==> config.mk <==
export PLATFORM = sky130hd
export DESIGN_NAME = std_ram_write_arbiter
export DESIGN_NICKNAME = d
export VERILOG_FILES = /design/src/rtl/std_ram_write_arbiter.sv
export SDC_FILE = /design/constraint.sdc
export NUM_CORES = 1
export LEC_CHECK = 0
export CORE_UTILIZATION = 18
export CTS_CLUSTER_SIZE = 40
export DETAILED_ROUTE_END_ITERATION = 8
export GPL_TIMING_DRIVEN = 0
export PLACE_DENSITY = 0.75
export SLEW_MARGIN = 10
export SYNTH_ARGS = -nofsm -noshare
export SYNTH_HDL_FRONTEND = slang
export SYNTH_SLANG_ARGS = --single-unit
==> constraint.sdc <==
create_clock -name i_clk -period 1.6 [get_ports i_clk]
set_clock_uncertainty 0.05 [all_clocks]
set_input_delay 0.16 -clock i_clk [delete_from_list [all_inputs] [get_ports i_clk]]
set_output_delay 0.16 -clock i_clk [all_outputs]
set_load 0.005 [all_outputs]
==> src/rtl/std_ram_write_arbiter.sv <==
// std_ram_write_arbiter: round-robin write arbiter in front of a single RAM write port,
// with an optional whole-RAM clear sweep (enabled by STD_RAM_WRITE_ARBITER_CLEAR_EN).
// Ports:
//   i_clk, i_rst              clock; asynchronous active-low reset
//   i_valid/i_adr/i_data      per-requester write request, address and data
//   o_ready                   one-hot grant, zero latency
//   i_clr_start               start a clear sweep (ignored unless CLEAR_EN is defined)
//   o_mea/o_wea/o_adra/o_da   RAM port-A enable, write-enable, address, data
//   o_busy, o_clr_done        sweep in progress; one-cycle pulse when a sweep completes
module std_ram_write_arbiter #(
    parameter int REQUESTERS = 2,
    parameter int WORD_SIZE = 16,
    parameter int ADDRESS_WIDTH = (WORD_SIZE < 2) ? 1 : $clog2(WORD_SIZE),
    parameter int DATA_WIDTH = 8,
    parameter logic [DATA_WIDTH-1:0] CLEAR_VALUE = '0
) (
    input  logic                                    i_clk,
    input  logic                                    i_rst,
    input  logic [REQUESTERS-1:0]                   i_valid,
    input  logic [REQUESTERS-1:0][ADDRESS_WIDTH-1:0] i_adr,
    input  logic [REQUESTERS-1:0][DATA_WIDTH-1:0]    i_data,
    output logic [REQUESTERS-1:0]                   o_ready,
    input  logic                                    i_clr_start,
    output logic                                    o_mea,
    output logic                                    o_wea,
    output logic [ADDRESS_WIDTH-1:0]                o_adra,
    output logic [DATA_WIDTH-1:0]                   o_da,
    output logic                                    o_busy,
    output logic                                    o_clr_done
);
    localparam int PW = $clog2(REQUESTERS);

    logic [PW-1:0] ptr_q, ptr_d;
    logic [PW-1:0] cand;
    logic [PW-1:0] win;
    logic          found;

    // First asserted valid at or above the pointer, wrapping to 0.
    always_comb begin
        found = 1'b0;
        win   = '0;
        cand  = '0;
        for (int i = 0; i < REQUESTERS; i++) begin
            cand = PW'((int'(ptr_q) + i) % REQUESTERS);
            if (!found && i_valid[cand]) begin
                found = 1'b1;
                win   = cand;
            end
        end
    end

`ifdef STD_RAM_WRITE_ARBITER_CLEAR_EN
    typedef enum logic {IDLE, CLEAR} state_t;
    localparam logic [ADDRESS_WIDTH-1:0] LAST = ADDRESS_WIDTH'(WORD_SIZE - 1);

    state_t                   state_q, state_d;
    logic [ADDRESS_WIDTH-1:0] cnt_q, cnt_d;
    logic                     done_q, done_d;

    always_ff @(posedge i_clk or negedge i_rst) begin
        if (!i_rst) begin
            state_q <= IDLE;
            ptr_q   <= '0;
            cnt_q   <= '0;
            done_q  <= 1'b0;
        end else begin
            state_q <= state_d;
            ptr_q   <= ptr_d;
            cnt_q   <= cnt_d;
            done_q  <= done_d;
        end
    end

    always_comb begin
        state_d = state_q;
        cnt_d   = cnt_q;
        done_d  = 1'b0;
        ptr_d   = ptr_q;
        o_ready = '0;
        o_mea   = 1'b0;
        o_wea   = 1'b0;
        o_adra  = '0;
        o_da    = '0;
        if (state_q == CLEAR) begin
            o_mea  = 1'b1;
            o_wea  = 1'b1;
            o_adra = cnt_q;
            o_da   = CLEAR_VALUE;
            if (cnt_q == LAST) begin
                state_d = IDLE;
                cnt_d   = '0;
                done_d  = 1'b1;
            end else begin
                cnt_d = cnt_q + 1'b1;
            end
        end else begin
            if (found) begin
                o_ready[win] = 1'b1;
                o_mea        = 1'b1;
                o_wea        = 1'b1;
                o_adra       = i_adr[win];
                o_da         = i_data[win];
                ptr_d        = (win == PW'(REQUESTERS - 1)) ? '0 : win + 1'b1;
            end
            // The pending write above is still granted in the start cycle.
            if (i_clr_start) begin
                state_d = CLEAR;
                cnt_d   = '0;
            end
        end
    end

    assign o_busy     = (state_q == CLEAR);
    assign o_clr_done = done_q;
`else
    logic unused_clr_start;
    assign unused_clr_start = i_clr_start;

    always_ff @(posedge i_clk or negedge i_rst) begin
        if (!i_rst) begin
            ptr_q <= '0;
        end else begin
            ptr_q <= ptr_d;
        end
    end

    always_comb begin
        ptr_d   = ptr_q;
        o_ready = '0;
        o_mea   = 1'b0;
        o_wea   = 1'b0;
        o_adra  = '0;
        o_da    = '0;
        if (found) begin
            o_ready[win] = 1'b1;
            o_mea        = 1'b1;
            o_wea        = 1'b1;
            o_adra       = i_adr[win];
            o_da         = i_data[win];
            ptr_d        = (win == PW'(REQUESTERS - 1)) ? '0 : win + 1'b1;
        end
    end

    assign o_busy     = 1'b0;
    assign o_clr_done = 1'b0;
`endif
endmodule
==> impl_metrics.yaml, run 1 <==
layout:
  layout_common_cells: "clkdlybuf4s50_1, a32o_1, dlygate4sd2_1"
  largest-register: "ptr_q"
  final_core_util_pct: 62.5
  largest_reg_flops: 1
  seq_area_um2: 26.3
  n_antenna_cell: 0
  syn_to_final_growth_pct: 208
  drive_above_1_share_pct: 20.3
  multi_input_area_um2: 181
  biggestRegsByFlops: "ptr_q (1)"
  mostFrequentLayoutCell: "clkdlybuf4s50_1"
  final_net_count: 105
  fill_cells: 114
logic_synthesis:
  synth_cells: 26
  synth-seq-cells: 1
  synth_area_um2: 238
  yosysSeqAreaShare_pct: 10.5
  yosysWarnings: 0
  avgSynthCellArea_um2: 9.14
  ys_types: 12
die:
  ios: 47
  core_area_mm2: 0.00117
  die_w_um: 38.3
  dieArea_mm2: 0.00147
  initial_core_util_pct: 20.3
  die_h_um: 38.3
  rows: 12
min_path:
  hold_path.class: "in2async"
placed_design:
  dp_hpwl_um: 792
  port_buffers: 43
  gp_congestion: 0.587
worst_setup_path:
  reg2reg_depth: 2
  critPathCapture: "o_da[7]"
  cp_max_fo: 4
  arrival_ns: 1.33
  cp_data_required_time_ns: 1.39
  r2r_setup_slack_ns: 0.87
  critPathCaptureType: "output port"
  critPathLaunch: "i_valid[0]"
  worstReg2RegEnd: "ptr_q$_DFFE_PN0P_"
  start_kind: "input pin"
  r2r-start: "ptr_q$_DFFE_PN0P_"
  critPathKind: "in2out"
detailed_routing:
  dr_total_vias: 422
  routed_wl_um: 1080
  wl_per_cell_um: 12.2
  drt_pass1_iterations: 4
  drt_iter0_drc: 9
  drc: 0
  ant_nets: 0
  via_per_inst: 4.80
grt:
  grt_antenna_before_repair: 0
  grt_max_degree: 11
  grt_pass1_wl_um: 1510
  grt.total_usage_pct: 13.8
  grt_pass1_vias: 348
  grt_overflow: 0
sta:
  period_needed_ns: 1.54
  hold-worst-slack_ns: 0.263
  drv_slew: 0
  rsz0062_at_grt: "no"
  fmax_mhz: 650
  tns_ns: 0
  fin_crit_sh_pct: 96.1
  hold_viol_final: 0
  final-setup-viol-count: 0
clock_network:
  clkTransAtPathRegs_ns: 0
  insertion_delay_ns: 0
power:
  ir_worst_vdd_mv: 0.232
  power_density_mw_per_mm2: 362
  leakagePower_nw: 0.327
status:
  status: "finished clean"
job:
  max_cap_violations: 0
## cells in the mapped netlist
cell type,n,area share (%)
nor2_1,1,1.6
buf_6,2,9.5
buf_2,1,2.1
a21boi_2,1,4.7
dfrtp_1,1,11
conb_1,1,1.6
or2_1,1,2.6
nand2b_1,1,2.6
buf_4,3,9.5
a32o_1,12,51
a21oi_1,1,2.1
and2_1,1,2.6
## where the power goes
group	switching [mW]	leakage, nW	total, mW	internal [mW]
registers	0.00571	0.0104	0.0360	0.0303
logic	0.0692	0.317	0.229	0.160
clock network	0	0	0	0
total	0.0749	0.327	0.265	0.190
## worst min-delay path by stage
stage | cells after the start | slack (ns) | endpoint | start
6_report | 1 | 0.26 | ptr_q$_DFFE_PN0P_ | i_rst
5_1_grt | 1 | 0.28 | ptr_q$_DFFE_PN0P_ | i_rst
4_1_cts | 1 | 0.27 | ptr_q$_DFFE_PN0P_ | i_rst
3_5_place_dp | 1 | 0.27 | ptr_q$_DFFE_PN0P_ | i_rst
3_3_place_gp | 1 | 0.26 | ptr_q$_DFFE_PN0P_ | i_rst
2_1_floorplan | 0 | -0.19 | ptr_q$_DFFE_PN0P_ | i_rst
## worst max-delay path, cell delays in order
cell and delay, ns:
clkdlybuf4s15_2 0.23, a21boi_4 0.20, buf_4 0.14, a32o_1 0.11, clkdlybuf4s50_1 0.49
## routing by layer
layer,track usage [%],up-vias,routed length [um]
met5,0,-,0
met3,1.74,0,126
met2,26.7,25,534
met1,16.9,193,415
li1,-,204,-
met4,0,0,0
## through the flow
stage               std cells  area [um^2]  setup WS (ns)  power (mW)
floorplan                  27          241          0.408       0.110
global placement           84          689         -0.365       0.260
detailed placement         84          689         -0.388       0.261
CTS                        88          734        0.00307       0.268
global route               88          732         0.0207       0.281
finish                     88          732         0.0622       0.265
## timing repair
item | 4_1_cts | 5_1_grt
buffers inserted | 3 | 0
pin swaps | 1 | 0
gates resized for setup | 22 | 4
gates cloned | 1 | 0
hold buffers | 0 | 0
setup endpoints to repair | 16 | 4
## layout make-up
cell class / instances / share of cell area, %
Buffer: 6 / 7.69
Multi-Input combinational cell: 20 / 24.8
Sequential cell: 1 / 3.59
Tap cell: 14 / 2.39
Timing Repair Buffer: 47 / 61.5
## cell families (layout without fill, tap and decap cells)
family                 count (synthesis)  in the layout  synth area share, %
AO/OA/AOI/OAI                         14             14                 57.4
buffers and inverters                  6             53                 21.0
flip-flops                             1              1                 10.5
other                                  1              2                 1.58
AND/OR/NAND/NOR                        4              4                 9.48
Note: power is estimated with default switching activity, not from simulation.
==> run 2: changes to the inputs <==
--- a/config.mk
+++ b/config.mk
@@ -6,10 +6,11 @@
 export NUM_CORES = 1
 export LEC_CHECK = 0
 export CORE_UTILIZATION = 18
-export CTS_CLUSTER_SIZE = 40
+export CTS_CLUSTER_SIZE = 25
 export DETAILED_ROUTE_END_ITERATION = 8
 export GPL_TIMING_DRIVEN = 0
 export PLACE_DENSITY = 0.75
+export SKIP_CTS_REPAIR_TIMING = 1
 export SLEW_MARGIN = 10
 export SYNTH_ARGS = -nofsm -noshare
 export SYNTH_HDL_FRONTEND = slang
==> run 2 against run 1 <==
Net effect: total power increased by 2.6%; maximum frequency decreased by 1.1%; final cell count unchanged; worst setup slack got worse by 0.017 ns; combinational power increased by 3%; wire length decreased by 1.1%; register-to-register slack about the same; die area unchanged; sequential power decreased by 2%; critical endpoint unchanged; largest cell class unchanged; highest routed layer unchanged.
==> impl_metrics.yaml, run 2 (synthesized netlist as in run 1, its figures left out) <==
sta:
  fin_ws_ns: 0.0449
  final-setup-viol-count: 0
  fmax_mhz: 643
  fin_crit_sh_pct: 97.2
  hold-worst-slack_ns: 0.262
  hold_viol_final: 0
  drv_slew: 0
  period_needed_ns: 1.56
clock_network:
  insertion_delay_ns: 0
  clkTransAtPathRegs_ns: 0
worst_setup_path:
  crit_chain: "a21boi_4 > buf_4 > a32o_1 > clkdlybuf4s50_1"
  cpPeakStageDelay_ns: 0.49
  critPathCaptureType: "output port"
  critPathKind: "reg2out"
  cp_slowest_cell: "clkdlybuf4s50_1"
  cp_data_required_time_ns: 1.39
  arrival_ns: 1.35
  cp_max_fo: 4
  start_kind: "flop"
power:
  power_uw: 272
  p_seq_share_pct: 13.0
  power_density_mw_per_mm2: 355
  leakagePower_nw: 0.432
  switchingPower_uw: 73.8
  p_int_uw: 198
  switching_share_pct: 27.1
  ir_worst_vdd_mv: 0.233
  combinationalPowerShare_pct: 87.0
  power.share.clock_pct: 0
status:
  status: "finished clean"
detailed_routing:
  highest_layer: "met3"
  wl_per_cell_um: 12.1
  via_per_inst: 4.72
  wl_met2_um: 518
  drc: 0
  ant_nets: 0
  routed_wl_um: 1060
  routed-wl-met3_um: 129
  drt_pass1_iterations: 3
  drt-met1-wl_um: 416
  drt_iter0_drc: 1
  dr_total_vias: 415
die:
  initial_core_util_pct: 20.3
  rows: 12
  core_area_mm2: 0.00117
  die_h_um: 38.3
  die_w_um: 38.3
  dieArea_mm2: 0.00147
  ios: 47
layout:
  largest_reg_flops: 1
  n_antenna_cell: 0
  final_core_util_pct: 65.4
  layout_common_cells: "clkdlybuf4s50_1, a32o_1, dlymetal6s2s_1"
  biggestRegsByFlops: "ptr_q (1)"
  layoutNonFillerInstCount: 88
  drive_above_1_share_pct: 17.6
  syn_to_final_growth_pct: 222
  mostFrequentLayoutCell: "clkdlybuf4s50_1"
  final_net_count: 105
  largest-register: "ptr_q"
grt:
  grt_max_degree: 11
  grt_overflow: 0
  grt.total_usage_pct: 12.5
  grt_antenna_before_repair: 0
  grt_pass1_wl_um: 1380
  grt_pass1_vias: 316
job:
  max_cap_violations: 0
placed_design:
  dp_slack_ns: -0.388
  gp_congestion: 0.587
  port_buffers: 43
  dp.cells: 84
  dp_hpwl_um: 792
min_path:
  hold_path.class: "in2async"
==> run 2: final timing paths <==
check,from,endpoint,slack [ns],cells past startpoint
worst max-delay path,ptr_q$_DFFE_PN0P_,o_da[7],0.04,4
worst min-delay path,i_rst,ptr_q$_DFFE_PN0P_,0.26,1
worst max register to register,ptr_q$_DFFE_PN0P_,ptr_q$_DFFE_PN0P_,0.86,2
worst min register to register,ptr_q$_DFFE_PN0P_,ptr_q$_DFFE_PN0P_,0.50,1
max in group asynchronous,i_rst,ptr_q$_DFFE_PN0P_,1.14,1
min in group i_clk,ptr_q$_DFFE_PN0P_,ptr_q$_DFFE_PN0P_,0.50,1
==> run 2: cell type report <==
cell class | instances | area, um^2
timing repair buffer | 47 | 489
multi-input combinational | 20 | 181
sequential | 1 | 25.0
fill | 111 | 405
buffer | 6 | 52.6
tap | 14 | 17.5
==> run 2: power by group through the flow <==
stage / registers (mW) / clock network, mW / logic [mW]
floorplan: 0.0329 / 0 / 0.0776
global placement: 0.0333 / 0 / 0.227
detailed placement: 0.0337 / 0 / 0.228
CTS: 0.0337 / 0 / 0.229
global route: 0.0364 / 0 / 0.253
finish: 0.0353 / 0 / 0.237
==> run 2: layer usage <==
metal / GRT usage (%) / up-vias
met5: 0 / -
met4: 0 / 0
met3: 1.74 / 0
met2: 23.3 / 27
met1: 15.9 / 185
li1: - / 203
==> run 2: through the flow <==
step / cell area [um^2] / setup TNS [ns]
after floorplan: 241 / 0
after global placement: 689 / -4.92
after detailed placement: 689 / -5.33
after CTS: 689 / -5.36
after global routing: 766 / -0.0245
final: 766 / 0
==> run 2: worst max-delay path, delay by kind of cell, from the launching register on <==
kind | cells | cell delay [ns]
flops | 1 | 0.41
buf+inv | 2 | 0.63
compound gates | 2 | 0.30
